==> src/rtl/lsu_pkg.sv <==
// ============================================================================
// Module  : lsu_pkg
// Brief   : Shared encodings, FSM state type, byte-enable constants and the
//           default timeout for the load/store bus controller.
// Revision: 1.0 - initial release
// ============================================================================
`default_nettype none

package lsu_pkg;

    localparam logic [1:0] SZ_BYTE = 2'b00;
    localparam logic [1:0] SZ_HALF = 2'b01;
    localparam logic [1:0] SZ_WORD = 2'b10;

    localparam logic [3:0] BE_BYTE0   = 4'b0001;
    localparam logic [3:0] BE_HALF_LO = 4'b0011;
    localparam logic [3:0] BE_HALF_HI = 4'b1100;
    localparam logic [3:0] BE_WORD    = 4'b1111;

    localparam int unsigned TIMEOUT_DEFAULT = 255;

    typedef enum logic [1:0] {
        ST_IDLE = 2'd0,
        ST_REQ  = 2'd1,
        ST_WAIT = 2'd2,
        ST_DONE = 2'd3
    } lsu_state_e;

    // Reserved size 2'b11 behaves as a word access.
    function automatic logic is_misaligned(input logic [1:0] size, input logic [1:0] lo);
        case (size)
            SZ_BYTE: is_misaligned = 1'b0;
            SZ_HALF: is_misaligned = lo[0];
            default: is_misaligned = (lo != 2'b00);
        endcase
    endfunction

endpackage

`default_nettype wire

==> src/rtl/lsu_lane_align.sv <==
// ============================================================================
// Module  : lsu_lane_align
// Brief   : Combinational byte-lane steering for stores and lane extraction
//           with sign/zero extension for loads.
// Revision: 1.0 - initial release
// ============================================================================
`default_nettype none

module lsu_lane_align
    import lsu_pkg::*;
(
    input  logic [1:0]  size_i,
    input  logic        unsigned_i,
    input  logic [1:0]  addr_lo_i,
    input  logic [31:0] wdata_i,
    input  logic [31:0] rdata_i,
    output logic [3:0]  be_o,
    output logic [31:0] wdata_o,
    output logic [31:0] rdata_o
);

    logic [7:0]  byte_sel;
    logic [15:0] half_sel;

    always_comb begin
        case (addr_lo_i)
            2'b00:   byte_sel = rdata_i[7:0];
            2'b01:   byte_sel = rdata_i[15:8];
            2'b10:   byte_sel = rdata_i[23:16];
            default: byte_sel = rdata_i[31:24];
        endcase
        half_sel = addr_lo_i[1] ? rdata_i[31:16] : rdata_i[15:0];

        case (size_i)
            SZ_BYTE: begin
                be_o    = BE_BYTE0 << addr_lo_i;
                wdata_o = {4{wdata_i[7:0]}};
                rdata_o = unsigned_i ? {24'd0, byte_sel} : {{24{byte_sel[7]}}, byte_sel};
            end
            SZ_HALF: begin
                be_o    = addr_lo_i[1] ? BE_HALF_HI : BE_HALF_LO;
                wdata_o = {2{wdata_i[15:0]}};
                rdata_o = unsigned_i ? {16'd0, half_sel} : {{16{half_sel[15]}}, half_sel};
            end
            default: begin
                be_o    = BE_WORD;
                wdata_o = wdata_i;
                rdata_o = rdata_i;
            end
        endcase
    end

endmodule

`default_nettype wire

==> src/rtl/lsu_bus_ctrl.sv <==
// ============================================================================
// Module  : lsu_bus_ctrl
// Brief   : Load/store unit driving a req/gnt/rvalid data bus with wait
//           states, timeout and core stall. Optional misalignment trap is
//           enabled by defining LSU_MISALIGN_TRAP_EN.
// Revision: 1.0 - initial release
// ============================================================================
`default_nettype none

module lsu_bus_ctrl
    import lsu_pkg::*;
#(
    parameter int unsigned TIMEOUT_CYC = TIMEOUT_DEFAULT
) (
    input  logic        clk_i,
    input  logic        reset_i,
    input  logic        req_valid_i,
    output logic        req_ready_o,
    input  logic        req_we_i,
    input  logic [1:0]  req_size_i,
    input  logic        req_unsigned_i,
    input  logic [31:0] req_addr_i,
    input  logic [31:0] req_wdata_i,
    output logic        rsp_valid_o,
    output logic [31:0] rsp_rdata_o,
    output logic        rsp_err_o,
    output logic        stall_o,
    output logic        mem_req_o,
    output logic        mem_we_o,
    output logic [31:0] mem_addr_o,
    output logic [3:0]  mem_be_o,
    output logic [31:0] mem_wdata_o,
    input  logic        mem_gnt_i,
    input  logic        mem_rvalid_i,
    input  logic [31:0] mem_rdata_i,
    input  logic        mem_err_i
);

    lsu_state_e  state_q, state_d;
    logic        we_q;
    logic [1:0]  size_q;
    logic        unsigned_q;
    logic [31:0] addr_q;
    logic [31:0] wdata_q;
    logic [15:0] cnt_q;
    logic [31:0] rdata_q;
    logic        err_q;

    logic        misalign;
    logic        timeout;
    logic [3:0]  lane_be;
    logic [31:0] lane_wdata;
    logic [31:0] ext_rdata;

`ifdef LSU_MISALIGN_TRAP_EN
    assign misalign = is_misaligned(req_size_i, req_addr_i[1:0]);
`else
    assign misalign = 1'b0;
`endif

    // Fires on the REQ/WAIT cycle whose increment would reach the limit.
    assign timeout = ({16'd0, cnt_q} + 32'd1) >= TIMEOUT_CYC;

    lsu_lane_align u_align (
        .size_i     (size_q),
        .unsigned_i (unsigned_q),
        .addr_lo_i  (addr_q[1:0]),
        .wdata_i    (wdata_q),
        .rdata_i    (mem_rdata_i),
        .be_o       (lane_be),
        .wdata_o    (lane_wdata),
        .rdata_o    (ext_rdata)
    );

    always_ff @(posedge clk_i or posedge reset_i) begin
        if (reset_i) begin
            state_q <= ST_IDLE;
        end else begin
            state_q <= state_d;
        end
    end

    always_comb begin
        state_d = state_q;
        case (state_q)
            ST_IDLE: if (req_valid_i) state_d = misalign ? ST_DONE : ST_REQ;
            ST_REQ: begin
                if (mem_gnt_i)    state_d = we_q ? ST_DONE : ST_WAIT;
                else if (timeout) state_d = ST_DONE;
            end
            ST_WAIT: if (mem_rvalid_i || timeout) state_d = ST_DONE;
            default: state_d = ST_IDLE;
        endcase
    end

    always_ff @(posedge clk_i or posedge reset_i) begin
        if (reset_i) begin
            we_q       <= 1'b0;
            size_q     <= 2'b00;
            unsigned_q <= 1'b0;
            addr_q     <= 32'd0;
            wdata_q    <= 32'd0;
            cnt_q      <= 16'd0;
            rdata_q    <= 32'd0;
            err_q      <= 1'b0;
        end else begin
            case (state_q)
                ST_IDLE: if (req_valid_i) begin
                    we_q       <= req_we_i;
                    size_q     <= req_size_i;
                    unsigned_q <= req_unsigned_i;
                    addr_q     <= req_addr_i;
                    wdata_q    <= req_wdata_i;
                    cnt_q      <= 16'd0;
                    rdata_q    <= 32'd0;
                    err_q      <= misalign;
                end
                ST_REQ: begin
                    cnt_q <= cnt_q + 16'd1;
                    if (mem_gnt_i) begin
                        if (we_q) err_q <= mem_err_i;
                    end else if (timeout) begin
                        err_q   <= 1'b1;
                        rdata_q <= 32'd0;
                    end
                end
                ST_WAIT: begin
                    cnt_q <= cnt_q + 16'd1;
                    if (mem_rvalid_i) begin
                        err_q   <= mem_err_i;
                        rdata_q <= mem_err_i ? 32'd0 : ext_rdata;
                    end else if (timeout) begin
                        err_q   <= 1'b1;
                        rdata_q <= 32'd0;
                    end
                end
                default: ;
            endcase
        end
    end

    // Bus and response fields are zero outside their owning state.
    always_comb begin
        req_ready_o = (state_q == ST_IDLE);
        mem_req_o   = (state_q == ST_REQ);
        mem_we_o    = mem_req_o & we_q;
        mem_addr_o  = mem_req_o ? {addr_q[31:2], 2'b00} : 32'd0;
        mem_be_o    = mem_req_o ? lane_be : 4'd0;
        mem_wdata_o = mem_req_o ? lane_wdata : 32'd0;
        rsp_valid_o = (state_q == ST_DONE);
        rsp_rdata_o = rsp_valid_o ? rdata_q : 32'd0;
        rsp_err_o   = rsp_valid_o & err_q;
        stall_o     = req_valid_i & ~rsp_valid_o;
    end

endmodule

`default_nettype wire

==> config.mk <==
export PLATFORM = sky130hd
export DESIGN_NAME = lsu_bus_ctrl
export DESIGN_NICKNAME = d
export VERILOG_FILES = /design/src/rtl/lsu_pkg.sv /design/src/rtl/lsu_lane_align.sv /design/src/rtl/lsu_bus_ctrl.sv
export SDC_FILE = /design/constraint.sdc
export NUM_CORES = 1
export LEC_CHECK = 0
export BUFFER_PORTS_ARGS = -buffer_cell sky130_fd_sc_hd__buf_2
export CAP_MARGIN = 20
export CORE_UTILIZATION = 35
export DETAILED_ROUTE_END_ITERATION = 10
export PLACE_DENSITY = 0.61
export SLEW_MARGIN = 20
export SYNTH_ARGS = -nofsm -noshare
export SYNTH_HDL_FRONTEND = slang
export SYNTH_SLANG_ARGS = --single-unit
==> constraint.sdc <==
create_clock -name clk_i -period 4.18 [get_ports clk_i]
set_input_delay 0.836 -clock clk_i [delete_from_list [all_inputs] [get_ports clk_i]]
set_output_delay 0.836 -clock clk_i [all_outputs]
set_load 0.005 [all_outputs]
==> run_results.csv, run 1 <==
group,metric,value,unit
grt,grtUsageTotal,0.196,
synth,synth_cells,731,
synth,async_flop_share,1.00,
floorplan,die_area,20700,um2
synth,yosysUniqueCellTypes,64,
timing,post-route-min-period,3.23,ns
grt,overflow,0,
routing,wl_per_cell,16.6,um
synth,syn-cell-area,7030,um2
place,post-dp-hpwl,13900,um
grt,grt_first_pass_wirelength,31000,um
synth,syn_area_per_cell,9.62,um2
cts,cts_made_buffers,17,
synth,yosys-top-cells-area,"dfrtp_1, mux2_2, and2_1",
routing,viasPerCell,5.11,
timing,skew,0.0103,ns
pwr,power_density,670,nW/um2
grt,first_global_vias,5797,
floorplan,die_y,144,um
timing,tns,0,ns
synth,seq_area_frac_synth,0.423,
grt,antenna_found_initial,0,
place,place_congestion,0.825,
routing,vias,6118,
finish,nets,1031,
worst_setup_path,critPathKind,"reg -> out",
routing,dr.first_iter.drc_count,371,
pwr,power.total,0.00591,W
cts,post_cts_buffers,0,
worst_setup_path,worst_setup_path_end_kind,"output pin",
run,cap_violations,0,
synth,yosysTopAreaCell,"dfrtp_1",
synth,synth-main-ff-cell,"dfrtp_1",
synth,yosys_warnings,0,
floorplan,die_w,144,um
synth,ys_ff_latch,119,
timing,final-setup-viol-count,0,
worst_setup_path,startpoint_type,"register",
worst_setup_path,worstPathRequired,3.34,ns
cts,numClockSinks,119,
worst_setup_path,cp_num_buf_inv,2,
floorplan,start_util,0.359,
cts,cts_tree,"yes",
worst_setup_path,worstPathArrival,2.40,ns
worst_setup_path,cpPeakStageDelay,0.67,ns
synth,synth.most_common_cell,"dfrtp_1",
cts,htreeDepth,4,
floorplan,core_area,19600,um2
finish,fillCellCount,1942,
timing,finalHoldViolations,0,
cts,cts_root_buffer,"clkbuf_16",
cts,clk_path_buf_depth,2,
timing,rsz0062_at_grt,"no",
worst_setup_path,crit_family,"compound AO/OA/AOI/OAI gates",
place,port_buffers,209,
worst_setup_path,slowest_stage,"a21oi_1",
cts,clk-insertion-delay-late,0.42,ns
grt,grt_max_degree,69,
timing,slew_headroom,0.283,
cts,cts.hold.buffers_added,0,
pwr,ir_drop,0.000457,V
timing,drv_slew,0,
synth,netlist.area_leader.share,0.423,
routing,drt_first_pass_iters,5,
floorplan,io-pin-count,212,
worst_setup_path,critPathMaxFanout,22,
cts,cts_resized,0,
finish,antenna_cells,0,
floorplan,rows,51,
routing,antenna_left,0,
timing,tightest_slew,1.08,ns
synth,yosys-top-cells-count,"dfrtp_1, nand2_1, and2_1",
timing,fmax,0.309,GHz
routing,totalWireLength,19800,um
synth,synth_edf_count,0,
pwr,power_leakage,4.35,nW
finish,drive_gt1_frac,0.373,
outcome,outcome,"completed",
min_path,hp-class,"reg -> reg",
routing,drc,0,
cts,clk_pin_slew_worst_paths,0.06,ns
worst_setup_path,crit_path_cell_trace,"buf_4 > nand2b_1 > a21oi_1 > nor2b_1 > buf_2",
timing,period_share,0.774,
finish,syn_to_final_growth,25.3,%
-- cell usage in the layout (no fill, tap or decap), types with 8 or more instances in the layout --
master	instances
a21boi_0	9
a21oi_1	38
a221o_1	11
a22o_1	8
a22oi_1	8
and2_1	84
buf_2	209
buf_4	13
clkbuf_16	17
dfrtp_1	119
inv_1	14
mux2_2	70
mux2i_1	17
nand2_1	110
nand3_1	18
nand4_1	10
nor2_1	12
nor2b_1	15
nor3_1	8
o211a_1	9
o21ai_0	25
o21ai_1	9
-- metal layers --
layer  track usage  vias up  wire length (um)
met5             0        -                 0
met4        0.0750        0               382
met3        0.0576       29              1380
met2         0.301      217              9220
met1         0.260     2917              8860
li1              -     2955                 -
-- cells by family (layout without fill, tap and decap cells) --
group | after synthesis | in the layout | share of synthesized area
fa+ha+maj | 6 | 6 | 0.0107
other cells | 1 | 2 | 0.000533
mux | 90 | 90 | 0.145
buf+inv | 71 | 271 | 0.0502
compound gates | 157 | 157 | 0.155
xor+xnor | 6 | 6 | 0.00747
flops | 119 | 119 | 0.423
simple gates | 281 | 281 | 0.208
-- power breakdown --
part / switching (W) / internal (W) / total, W
clock network: 0.000595 / 0.000831 / 0.00143
logic: 0.00144 / 0.00116 / 0.00260
registers: 0.000317 / 0.00157 / 0.00189
-- sequential cells by signal, summed over array words and instances (netlist names) --
signal	flops
err_q	1
state_q	2
addr_q	32
cnt_q	16
unsigned_q	1
we_q	1
wdata_q	32
size_q	2
rdata_q	32
-- path summary, 6_finish.rpt --
check / from / to / slack, ns / cells past startpoint
worst max-delay path: size_q[0]$_DFFE_PP0P_ / mem_be_o[0] / 0.95 / 5
worst min-delay path: addr_q[21]$_DFFE_PP0P_ / addr_q[21]$_DFFE_PP0P_ / 0.49 / 1
worst max register to register: state_q[1]$_DFFE_PP0P_ / rdata_q[10]$_DFFE_PP0P_ / 1.18 / 9
worst min register to register: addr_q[21]$_DFFE_PP0P_ / addr_q[21]$_DFFE_PP0P_ / 0.49 / 1
max in group asynchronous: reset_i / addr_q[1]$_DFFE_PP0P_ / 2.82 / 3
min in group asynchronous: reset_i / addr_q[12]$_DFFE_PP0P_ / 0.53 / 2
-- stage by stage --
step                cell area (um2)  hold WS [ns]  cells   util  worst slack (ns)
floorplan                      7040         0.471    732      -             0.187
global placement               8250         0.480   1165  0.421              1.22
detailed placement             8250         0.484   1165  0.421              1.21
CTS                            8820         0.499   1197  0.450             0.933
global route                   8820         0.506   1197  0.450             0.704
finish                         8820         0.495   1197  0.450             0.946
-- cell type report --
| class | instances | area [um2] | share of cell area |
|---|---|---|---|
| inverters | 16 | 62.6 | 0.00710 |
| multi-input cells | 542 | 3710 | 0.421 |
| clock inverters | 15 | 144 | 0.0163 |
| repair buffers | 223 | 1160 | 0.132 |
| clock buffers | 17 | 425 | 0.0482 |
| well taps | 265 | 332 | 0.0376 |
| flip-flops and latches | 119 | 2980 | 0.338 |
-- worst reg2reg max path: cells and delay by family (launching register included) --
kind                       cells  cell delay, ns
AOI/OAI and AO/OA              2            0.84
adders and majority gates      1            0.61
buffers and inverters          4            0.80
DFF                            1            0.39
and+or+nand+nor                2            0.30
Note: power is estimated with default switching activity, not from simulation.
==> run 2, diff against run 1 <==
ABC_AREA = 1   (was not set)
PLACE_DENSITY = 0.59   (was 0.61)
clock period = 3.3 ns   (was 4.18 ns; I/O delays follow)
==> run_results.csv, run 2 <==
group,metric,value,unit
floorplan,rows,51,
timing,timing.final.ws_setup,0.472,ns
cts,clk_pin_slew_worst_paths,0.06,ns
grt,overflow,0,
routing,antenna_left,0,
min_path,hp-class,"in -> async",
cts,cts_made_buffers,17,
grt,grt_first_pass_wirelength,34500,um
outcome,outcome,"completed",
worst_setup_path,critPathKind,"reg -> out",
pwr,ir_drop,0.000393,V
grt,antenna_found_initial,2,
grt,grt_max_degree,120,
timing,slew_headroom,0.361,
floorplan,die_y,145,um
synth,synth-main-ff-cell,"dfrtp_1",
synth,syn_area_per_cell,7.57,um2
synth,netlist.area_leader.share,0.416,
synth,yosys_warnings,0,
floorplan,start_util,0.362,
floorplan,die_w,145,um
grt,grtUsageTotal,0.209,
worst_setup_path,regToRegSetupSlack,0.73,ns
finish,nets,1251,
synth,yosysUniqueCellTypes,35,
worst_setup_path,worstPathArrival,2.17,ns
timing,period_share,0.857,
worst_setup_path,r2r-end,"rdata_q[17]$_DFFE_PP0P_",
synth,synth.most_common_cell,"nand2_1",
worst_setup_path,r2r_start,"addr_q[1]$_DFFE_PP0P_",
finish,top_regs,"addr_q x32, rdata_q x32, wdata_q x32",
routing,wl_per_cell,15.3,um
floorplan,io-pin-count,212,
routing,drc,0,
cts,post_cts_buffers,0,
pwr,power_leakage,5.10,nW
timing,post-route-min-period,2.83,ns
place,post-dp-hpwl,15400,um
floorplan,core_area,19800,um2
cts,clk-insertion-delay-late,0.43,ns
worst_setup_path,worstPathRequired,2.64,ns
routing,totalWireLength,21600,um
place,port_buffers,209,
finish,final_common_cell,"nand2_1",
place,pre_cts_ws,0.813,ns
cts,cts_tree,"yes",
finish,layout_common_cells,"nand2_1, buf_2, inv_1",
pwr,power_density,839,nW/um2
worst_setup_path,worst_setup_path_end_kind,"output pin",
finish,drive_gt1_frac,0.325,
finish,fin_cells,1418,
timing,rsz0062_at_grt,"no",
synth,syn-cell-area,7160,um2
synth,synth_edf_count,0,
synth,ys_ff_latch,119,
timing,tightest_slew,0.958,ns
place,place_congestion,0.897,
synth,async_flop_share,1.00,
timing,finalHoldViolations,0,
synth,synth_cells,945,
pwr,power.total,0.00762,W
synth,seq_area_frac_synth,0.416,
worst_setup_path,r2r.worst_path.cells,10,
routing,vias,6860,
routing,viasPerCell,4.84,
timing,final-setup-viol-count,0,
timing,drv_slew,0,
synth,yosysTopAreaCell,"dfrtp_1",
finish,syn_to_final_growth,27.0,%
timing,tns,0,ns
synth,yosys-top-cells-count,"nand2_1, inv_1, dfrtp_1",
routing,drt_first_pass_iters,5,
floorplan,die_area,21000,um2
cts,clk_path_buf_depth,2,
cts,numClockSinks,119,
grt,first_global_vias,6586,
cts,cts_resized,0,
routing,dr.first_iter.drc_count,412,
worst_setup_path,critPathMaxFanout,14,
place,placed_cells,1385,
worst_setup_path,startpoint_type,"register",
timing,fmax,0.354,GHz
cts,cts.hold.buffers_added,0,
synth,yosys-top-cells-area,"dfrtp_1, nand2_1, mux2_2",
timing,skew,0.0106,ns
run,cap_violations,0,
cts,cts_root_buffer,"clkbuf_16",
cts,htreeDepth,4,
run 2: worst max-delay path by stage:
stage | startpoint | endpoint | slack (ns)
4_1_cts | size_q[1]$_DFFE_PP0P_ | mem_wdata_o[28] | 0.48
5_1_grt | size_q[1]$_DFFE_PP0P_ | mem_wdata_o[28] | 0.34
3_3_place_gp | cnt_q[1]$_DFFE_PP0P_ | rdata_q[12]$_DFFE_PP0P_ | 0.86
3_5_place_dp | cnt_q[1]$_DFFE_PP0P_ | rdata_q[18]$_DFFE_PP0P_ | 0.81
6_report | size_q[1]$_DFFE_PP0P_ | mem_wdata_o[28] | 0.47
2_1_floorplan | reset_i | addr_q[0]$_DFFE_PP0P_ | 1.18
run 2: worst max-delay path: stages (launching register included):
cell     delay, ns
dfrtp_1       0.56
nor2_1        0.07
buf_4         0.17
inv_1         0.33
o21ai_0       0.17
nor2_1        0.27
buf_2         0.17
run 2: per-layer routing:
layer / track usage / routed length, um / up-vias / part of all wire
met3: 0.0623 / 1620 / 25 / 0.075
met1: 0.262 / 9530 / 3208 / 0.44
met4: 0.0750 / 348 / 0 / 0.016
li1: - / - / 3393 / -
met5: 0 / 0 / - / 0
met2: 0.339 / 10100 / 234 / 0.47
run 2: final cells by class:
| type | instances | area (um2) |
|---|---|---|
| antenna | 1 | 2.50 |
| clock buffer | 19 | 453 |
| clock inverter | 13 | 171 |
| fill | 2032 | 10700 |
| inverter | 131 | 495 |
| multi-input combinational | 648 | 3490 |
| sequential | 119 | 2980 |
| tap | 265 | 332 |
| timing repair buffer | 222 | 1170 |
run 2: through the flow:
stage,cell area (um2),hold WS (ns),utilization
floorplan,7160,0.471,-
global placement,8460,0.487,0.428
detailed placement,8460,0.493,0.428
CTS,9080,0.448,0.459
global route,9080,0.446,0.459
finish,9090,0.376,0.459
run 2: kinds of logic (layout without fill, tap and decap cells):
| family | Yosys count | in the layout | share of synthesized area |
|---|---|---|---|
| fa+ha+maj | 6 | 6 | 0.0105 |
| simple gates | 441 | 441 | 0.249 |
| other cells | 1 | 3 | 0.000524 |
| flops | 119 | 119 | 0.416 |
| xor+xnor | 3 | 3 | 0.00472 |
| mux | 61 | 61 | 0.0960 |
| compound gates | 135 | 135 | 0.123 |
| buf+inv | 179 | 385 | 0.0993 |
run 2: where the power goes:
group	internal (W)	leakage, nW	switching (W)	total [W]
logic	0.00126	3.31	0.00197	0.00324
registers	0.00198	1.50	0.000435	0.00242
clock network	0.00123	0.288	0.000734	0.00197
total	0.00448	5.10	0.00314	0.00762
==> run 3, diff against run 2 <==
CAP_MARGIN = 0   (was 20)
CORE_UTILIZATION = 40   (was 35)
PLACE_DENSITY = 0.65   (was 0.59)
==> run_results.csv, run 3 (synthesis results as in run 2) <==
group,metric,value,unit
worst_setup_path,startpoint_type,"register",
timing,skew,0.00737,ns
worst_setup_path,worstPathArrival,2.14,ns
timing,fmax,0.357,GHz
worst_setup_path,startpoint,"state_q[1]$_DFFE_PP0P_",
finish,fillCellCount,1728,
grt,grt_first_pass_wirelength,33100,um
routing,wl_per_cell,15.1,um
routing,vias,6857,
worst_setup_path,worstPathRequired,2.64,ns
grt,grt_max_degree,120,
pwr,power.total,0.00756,W
worst_setup_path,r2r_start,"cnt_q[1]$_DFFE_PP0P_",
routing,totalWireLength,20800,um
timing,rsz0062_at_grt,"no",
timing,timing.final.ws_setup,0.498,ns
cts,clk_path_buf_depth,2,
finish,syn_to_final_growth,26.2,%
floorplan,die_y,136,um
pwr,power_leakage,5.10,nW
worst_setup_path,cp_num_buf_inv,3,
finish,layout_common_cells,"nand2_1, buf_2, inv_1",
worst_setup_path,worst_setup_path_end_kind,"output pin",
worst_setup_path,crit_family,"buffers and inverters",
finish,multi_input_area,3480,um2
cts,clk_pin_slew_worst_paths,0.06,ns
routing,viasPerCell,4.97,
outcome,outcome,"completed",
timing,period_share,0.849,
finish,top_regs,"addr_q x32, rdata_q x32, wdata_q x32",
timing,drv_slew,0,
cts,cts.hold.buffers_added,0,
routing,drt_first_pass_iters,5,
min_path,hp-class,"in -> async",
finish,nets,1251,
floorplan,core_area,17400,um2
cts,post_cts_buffers,0,
finish,drive_gt1_frac,0.324,
place,port_buffers,209,
place,post-dp-hpwl,14800,um
worst_setup_path,critPathMaxFanout,24,
worst_setup_path,cpPeakStageDelay,0.44,ns
timing,finalHoldViolations,0,
cts,cts_root_buffer,"clkbuf_16",
grt,antenna_found_initial,3,
cts,clk-insertion-delay-late,0.42,ns
cts,numClockSinks,119,
pwr,ir_drop,0.000457,V
floorplan,die_w,136,um
grt,overflow,0,
cts,cts_tree,"yes",
floorplan,die_area,18400,um2
routing,antenna_left,0,
cts,cts_resized,0,
timing,tightest_slew,0.670,ns
floorplan,rows,48,
routing,drc,0,
timing,tns,0,ns
routing,dr.first_iter.drc_count,480,
finish,final_common_cell,"nand2_1",
place,place_congestion,0.890,
timing,final-setup-viol-count,0,
run,cap_violations,0,
worst_setup_path,slowest_stage,"ha_2",
timing,post-route-min-period,2.80,ns
worst_setup_path,critPathKind,"reg -> out",
grt,first_global_vias,6510,
finish,post-route-util,0.520,
timing,slew_headroom,0.553,
finish,regArea,2980,um2
floorplan,start_util,0.412,
floorplan,io-pin-count,212,
place,pre_cts_ws,0.730,ns
grt,grtUsageTotal,0.233,
worst_setup_path,crit_path_cell_trace,"inv_1 > ha_2 > inv_1 > a211oi_1 > buf_2",
cts,htreeDepth,4,
worst_setup_path,cp_common_cell,"inv_1",
cts,cts_made_buffers,17,
pwr,power_density,837,nW/um2
## run 3: changes by cell type in the layout (fill, tap and decap cells not counted), sizes merged
cell and delta:
diode +1, clkinvlp -3, inv +4, clkbuf -1
## run 3: metal layers
metal	global-route usage	up-vias	share of wire
li1	-	3388	-
met1	0.288	3205	0.42
met2	0.372	240	0.48
met3	0.0864	22	0.086
met5	0	-	0.00067
met4	0.0818	2	0.015
## run 3: layout make-up
cell class	count	area share
multi-input cells	648	0.386
flip-flops and latches	119	0.330
repair buffers	222	0.129
inverters	131	0.0549
clock buffers	18	0.0475
well taps	225	0.0312
clock inverters	14	0.0209
diodes	2	0.000554
## run 3: where the power goes
| group | switching [W] | internal, W |
|---|---|---|
| clock network | 0.000762 | 0.00121 |
| logic | 0.00194 | 0.00126 |
| registers | 0.000411 | 0.00198 |
| total | 0.00311 | 0.00445 |
## run 3: final timing paths
kind / to / depth (start not counted) / slack (ns)
setup / recovery: mem_be_o[3] / 5 / 0.50
hold / removal: addr_q[28]$_DFFE_PP0P_ / 3 / 0.40
setup reg to reg: rdata_q[16]$_DFFE_PP0P_ / 12 / 0.70
hold reg to reg: wdata_q[22]$_DFFE_PP0P_ / 1 / 0.50
max in group asynchronous: rdata_q[11]$_DFFE_PP0P_ / 3 / 2.38
min in group clk_i: addr_q[6]$_DFFE_PP0P_ / 2 / 0.46
## run 3: metrics by stage
stage               hold slack (ns)  std cells  area [um2]
floorplan                     0.471        946        7160
global placement              0.487       1345        8410
detailed placement            0.493       1345        8410
CTS                           0.449       1377        9020
global route                  0.451       1378        9030
finish                        0.401       1379        9030
## run 3: tightest hold or removal path: stages
cell and delay [ns]:
buf_2 0.11, clkinvlp_4 0.07, buf_12 0.45
